==> config.mk <==
export PLATFORM = sky130hd
export DESIGN_NAME = hazard_ctrl
export DESIGN_NICKNAME = d
export VERILOG_FILES = /design/src/rtl/rv32i_types.sv /design/src/rtl/sat_counter.sv /design/src/rtl/hazard_ctrl.sv
export SDC_FILE = /design/constraint.sdc
export NUM_CORES = 1
export LEC_CHECK = 0
export BUFFER_PORTS_ARGS = -buffer_cell sky130_fd_sc_hd__buf_2
export CAP_MARGIN = 20
export CELL_PAD_IN_SITES_DETAIL_PLACEMENT = 1
export CELL_PAD_IN_SITES_GLOBAL_PLACEMENT = 1
export CORE_MARGIN = 2
export CORE_UTILIZATION = 43
export CTS_BUF_LIST = sky130_fd_sc_hd__clkbuf_16
export DETAILED_ROUTE_END_ITERATION = 16
export MAX_ROUTING_LAYER = met4
export PLACE_DENSITY = 0.84
export REMOVE_ABC_BUFFERS = 1
export SYNTH_ARGS = -nofsm -noshare
export SYNTH_HDL_FRONTEND = slang
export SYNTH_SLANG_ARGS = --single-unit
==> constraint.sdc <==
create_clock -name clk -period 3.3 [get_ports clk]
set_input_delay 0.66 -clock clk [delete_from_list [all_inputs] [get_ports clk]]
set_output_delay 0.66 -clock clk [all_outputs]
set_load 0.05 [all_outputs]
==> src/rtl/rv32i_types.sv <==
// Shared rv32i pipeline types.
// Holds the hazard controller state encoding and the bundle of stage
// controls that the controller decodes every cycle.
package rv32i_types;

  // Hazard controller states: normal issue, or waiting for a decoded branch to resolve in exec
  typedef enum logic {
    RUN     = 1'b0,
    BR_WAIT = 1'b1
  } ctrl_state_t;

  // Per-cycle pipeline controls driven by the hazard controller
  typedef struct packed {
    logic load_pc;
    logic load_decode;
    logic load_exec;
    logic load_mem;
    logic load_wb;
    logic bubble_decode;
    logic bubble_exec;
    logic pc_sel;
  } hz_ctrl_t;

  localparam int unsigned HZ_CNT_W_DEFAULT = 16;

endpackage

==> src/rtl/sat_counter.sv <==
// Saturating up-counter with synchronous clear.
// Ports: clk, reset_n (async active-low), clr (sync clear, wins over inc),
//        inc (count one event), count (current value, sticks at all-ones).
module sat_counter #(
  parameter int unsigned W = 16
) (
  input  logic         clk,
  input  logic         reset_n,
  input  logic         clr,
  input  logic         inc,
  output logic [W-1:0] count
);

  // Increment unless already at the all-ones ceiling
  always_ff @(posedge clk or negedge reset_n) begin
    if (!reset_n) begin
      count <= '0;
    end else if (clr) begin
      count <= '0;
    end else if (inc && (count != {W{1'b1}})) begin
      count <= count + W'(1);
    end
  end

endmodule

==> src/rtl/hazard_ctrl.sv <==
// Pipeline stall/flush controller for the 5-stage rv32i pipeline.
// Resolves load-use, branch-in-decode and memory-wait hazards by driving
// stage load enables, bubble inserts and PC select (combinational, zero
// latency from the inputs), and keeps saturating event counters.
// Ports:
//   clk, reset_n                      clock, async active-low reset
//   ex_load_use, dec_branch           hazard flags from exec/decode
//   ex_br_resolved, ex_br_taken       branch outcome from exec
//   imem_read/imem_resp, dmem_req/dmem_resp  memory handshakes
//   load_pc..load_wb                  stage register load enables
//   bubble_decode, bubble_exec        insert NOP into that stage register
//   pc_sel                            0 = pc+4, 1 = branch target
//   cnt_clr                           sync clear of all counters
//   cnt_mem_stall, cnt_lu_stall, cnt_br_bubble  saturating counters
module hazard_ctrl
  import rv32i_types::*;
#(
  parameter int unsigned CNT_W = HZ_CNT_W_DEFAULT
) (
  input  logic             clk,
  input  logic             reset_n,
  input  logic             ex_load_use,
  input  logic             dec_branch,
  input  logic             ex_br_resolved,
  input  logic             ex_br_taken,
  input  logic             imem_read,
  input  logic             imem_resp,
  input  logic             dmem_req,
  input  logic             dmem_resp,
  output logic             load_pc,
  output logic             load_decode,
  output logic             load_exec,
  output logic             load_mem,
  output logic             load_wb,
  output logic             bubble_decode,
  output logic             bubble_exec,
  output logic             pc_sel,
  input  logic             cnt_clr,
  output logic [CNT_W-1:0] cnt_mem_stall,
  output logic [CNT_W-1:0] cnt_lu_stall,
  output logic [CNT_W-1:0] cnt_br_bubble
);

  ctrl_state_t state, state_nxt;
  hz_ctrl_t    ctl;
  logic        mem_wait;
  logic        ev_mem, ev_lu, ev_br;

  assign mem_wait = (imem_read & ~imem_resp) | (dmem_req & ~dmem_resp);

  // State register
  always_ff @(posedge clk or negedge reset_n) begin
    if (!reset_n) begin
      state <= RUN;
    end else begin
      state <= state_nxt;
    end
  end

  // Next state, stage controls and counter events; mem_wait > load-use > branch
  always_comb begin
    state_nxt = state;
    ctl       = '0;
    ev_mem    = 1'b0;
    ev_lu     = 1'b0;
    ev_br     = 1'b0;
    if (!reset_n) begin
      state_nxt = RUN;
    end else if (mem_wait) begin
      // Full freeze; a pending resolve is deferred until memory answers
      ev_mem = 1'b1;
    end else if (state == RUN) begin
      if (ex_load_use) begin
        // Hold fetch/decode, push a NOP into exec, let mem/wb drain
        ctl.load_exec   = 1'b1;
        ctl.bubble_exec = 1'b1;
        ctl.load_mem    = 1'b1;
        ctl.load_wb     = 1'b1;
        ev_lu           = 1'b1;
      end else if (dec_branch) begin
        // Branch moves on to exec; fetch holds the fall-through instruction
        ctl.load_decode   = 1'b1;
        ctl.load_exec     = 1'b1;
        ctl.load_mem      = 1'b1;
        ctl.load_wb       = 1'b1;
        ctl.bubble_decode = 1'b1;
        ev_br             = 1'b1;
        state_nxt         = BR_WAIT;
      end else begin
        ctl.load_pc     = 1'b1;
        ctl.load_decode = 1'b1;
        ctl.load_exec   = 1'b1;
        ctl.load_mem    = 1'b1;
        ctl.load_wb     = 1'b1;
      end
    end else begin
      // BR_WAIT: decode keeps a bubble; load-use cannot apply here
      ctl.load_decode   = 1'b1;
      ctl.load_exec     = 1'b1;
      ctl.load_mem      = 1'b1;
      ctl.load_wb       = 1'b1;
      ctl.bubble_decode = 1'b1;
      ev_br             = 1'b1;
      if (ex_br_resolved) begin
        ctl.load_pc = 1'b1;
        ctl.pc_sel  = ex_br_taken;
        state_nxt   = RUN;
      end
    end
  end

  assign load_pc       = ctl.load_pc;
  assign load_decode   = ctl.load_decode;
  assign load_exec     = ctl.load_exec;
  assign load_mem      = ctl.load_mem;
  assign load_wb       = ctl.load_wb;
  assign bubble_decode = ctl.bubble_decode;
  assign bubble_exec   = ctl.bubble_exec;
  assign pc_sel        = ctl.pc_sel;

  // Performance counters
  sat_counter #(.W(CNT_W)) u_cnt_mem (
    .clk     (clk),
    .reset_n (reset_n),
    .clr     (cnt_clr),
    .inc     (ev_mem),
    .count   (cnt_mem_stall)
  );

  sat_counter #(.W(CNT_W)) u_cnt_lu (
    .clk     (clk),
    .reset_n (reset_n),
    .clr     (cnt_clr),
    .inc     (ev_lu),
    .count   (cnt_lu_stall)
  );

  sat_counter #(.W(CNT_W)) u_cnt_br (
    .clk     (clk),
    .reset_n (reset_n),
    .clr     (cnt_clr),
    .inc     (ev_br),
    .count   (cnt_br_bubble)
  );

endmodule
==> flow_metrics.py <==
metrics = {
    "layout": {
        "antenna-diode-count": 0,
        "fillers": 744,
        "register_area_sq_um": 1230,
        "multi_input_area_sq_um": 1450,
        "area_delta_synth_final_pct": 19.1,
        "final_cell_mix": "66 x buf_2, 49 x dfrtp_1, 44 x nor2_1",
        "final_common_cell": "buf_2",
        "fin_nets": 374,
        "drive_gt1_frac": 0.249,
    },
    "critical_path": {
        "regToRegStartpoint": "u_cnt_lu.count[0]",
        "crit_required_ps": 2640,
        "rr_endpoint": "u_cnt_lu.count[15]",
        "ff2ff_setup_slack_ps": 1190,
        "cp_max_fo": 16,
        "endpoint_kind": "output pin",
        "cp-start-kind": "input port",
        "path_class": "input port to output pin",
        "rr_worst_depth": 6,
        "critPathArrivalTime_ps": 2100,
    },
    "timing": {
        "timing.slew.headroom": 0.450,
        "fin_setup_tns_ps": 0,
        "setup_viol": 0,
        "period_share": 0.836,
        "fin_crit_ps": 2760,
        "clock_skew_ps": 3.72,
        "report.final.slew_viol_count": 0,
        "max_freq_ghz": 0.363,
        "finalHoldViolations": 0,
        "rsz0062_at_grt": "false",
        "worst_pin_slew_ps": 817,
    },
    "power": {
        "p_leak_uw": 0.00148,
        "fin_total_pwr_uw": 1210,
        "peakVddDrop_uv": 258,
        "power_density_nw_per_um2": 368,
    },
    "floorplanning": {
        "core_area_sq_um": 6280,
        "rows": 29,
        "initial_core_util": 0.441,
        "ioPinCount": 67,
        "die-width_um": 84.3,
        "die_h_um": 84.3,
        "die-area_sq_um": 7100,
    },
    "yosys": {
        "synth.area.top_cells": "dfrtp_1 44%, xnor2_1 7.9%, nor2_1 6.0%",
        "avgSynthCellArea_sq_um": 9.46,
        "yosysSeqAreaShare": 0.442,
        "netlist_area_sq_um": 2770,
        "postSynthCellCount": 293,
        "yosysTopAreaCell": "dfrtp_1",
        "synth_seq_cells": 49,
        "synth_top_area_frac": 0.442,
        "synth_cell_types": 49,
        "async_reset_ff_frac": 1.00,
        "ys_warn_count": 0,
        "synthFlopType": "dfrtp_1",
        "synth_edf_count": 0,
    },
    "clocking": {
        "clock_sinks": 49,
        "clkTransAtPathRegs_ps": 60,
        "holdBufCountCts": 0,
        "clkLatencyLatePin_ps": 280,
        "cts_resized": 0,
        "cts_tree": "yes",
        "numCtsBuffers": 5,
        "post_cts_buffers": 0,
        "htreeDepth": 2,
        "clock_path_buffers": 2,
        "cts-root-buf": "clkbuf_16",
    },
    "routing": {
        "firstDrtPassIters": 4,
        "drt_iter0_markers": 75,
        "drc": 0,
        "wl_per_cell_um": 16.9,
        "dr_total_vias": 2501,
        "routed_wirelength_um": 7410,
        "drtAntennaViolNets": 0,
        "viasPerCell": 5.71,
    },
    "placed_design": {
        "gp_congestion": 0.838,
        "post-dp-hpwl_um": 5460,
        "io_buffers": 66,
    },
    "global_routing": {
        "use_met3": 0.0364,
        "grt_pass1_vias": 2559,
        "track_usage": 0.224,
        "grt_antenna_before_repair": 0,
        "globalRouteMet2Util": 0.382,
        "grt_pass1_wl_um": 12600,
        "use_met1": 0.284,
        "grt-ovfl-total": 0,
        "grt_max_degree": 38,
        "grt-busiest-layer": "met2",
    },
    "worst_hold_path": {
        "hold_class": "input port to async pin",
    },
    "run_status": {
        "status": "finished clean",
    },
    "flow_run": {
        "drv_cap": 0,
    },
}
## registers in the layout (all words and copies together) (netlist names)
register         cells
u_cnt_br.count      16
u_cnt_lu.count      16
u_cnt_mem.count     16
state                1
## worst max-delay path: stages
cell and delay (ps):
buf_2 310, inv_1 90, or3_1 450, a21oi_1 180
and2_1 140, buf_2 250
## routing by layer
layer  wire length [um]  part of all wire
met4                 57            0.0077
met3                283             0.038
met1               3300              0.45
met2               3770              0.51
met5                  0                 0
## final cells by class
cell class | instances | share of cell area
Clock buffer | 5 | 0.0379
Clock inverter | 3 | 0.00341
Inverter | 7 | 0.00796
Multi-Input combinational cell | 226 | 0.439
Sequential cell | 49 | 0.371
Tap cell | 77 | 0.0292
Timing Repair Buffer | 71 | 0.111
## cells by family (layout without fill, tap and decap cells)
family	Yosys count	after routing	share of synthesized area
muxes	4	4	0.0149
and+or+nand+nor	157	157	0.321
adders and majority gates	3	3	0.0135
DFF	49	49	0.442
xor gates and xnor gates	30	30	0.0948
AOI/OAI and AO/OA	32	32	0.0763
buffers and inverters	18	86	0.0375
## cell usage after synthesis, types with 2 or more instances
cell and count:
nand3_1 15, xor2_1 5, mux2i_1 3, nand2b_1 2, a21oi_1 12, nor4_1 12
nand4_1 15, nor3_1 11, nor4_4 2, inv_1 7, nand2_1 17, or3_1 6
ha_1 3, dfrtp_1 49, o21ai_0 8, and3_2 2, nor2_1 44, and4_1 3
and2_1 3, or4_1 3, xnor2_1 25, nor3b_1 2, nand3b_1 2, o31ai_1 3
clkbuf_1 4, nor4b_1 5, and3_1 6, buf_4 3
## power breakdown
group	internal, uW	switching, uW	leakage [uW]
registers	605	7.13	0.000683
logic	25.9	85.5	0.000716
clock network	273	217	0.0000776
total	904	310	0.00148
## worst max path at each step
| stage | start | endpoint | slack, ps | depth (start not counted) |
|---|---|---|---|---|
| 3_3_place_gp | reset_n | load_pc | 570 | 6 |
| 5_1_grt | reset_n | load_pc | 410 | 6 |
| 3_5_place_dp | reset_n | load_pc | 520 | 6 |
| 2_1_floorplan | dmem_req | load_pc | 70 | 4 |
| 6_report | reset_n | load_pc | 540 | 6 |
| 4_1_cts | reset_n | load_pc | 510 | 6 |
## through the flow
| stage | utilization | cell area, sq um | worst slack [ps] | hold slack, ps | instances |
|---|---|---|---|---|---|
| after global routing | 0.526 | 3300 | 412 | 311 | 438 |
| after CTS | 0.526 | 3300 | 508 | 292 | 438 |
| after global placement | 0.504 | 3160 | 570 | 549 | 430 |
| after detailed placement | 0.504 | 3160 | 517 | 574 | 430 |
| final | 0.526 | 3300 | 542 | 284 | 438 |
| after floorplan | - | 2690 | 74.6 | 364 | 282 |
Power figures use the tool's default switching activity.
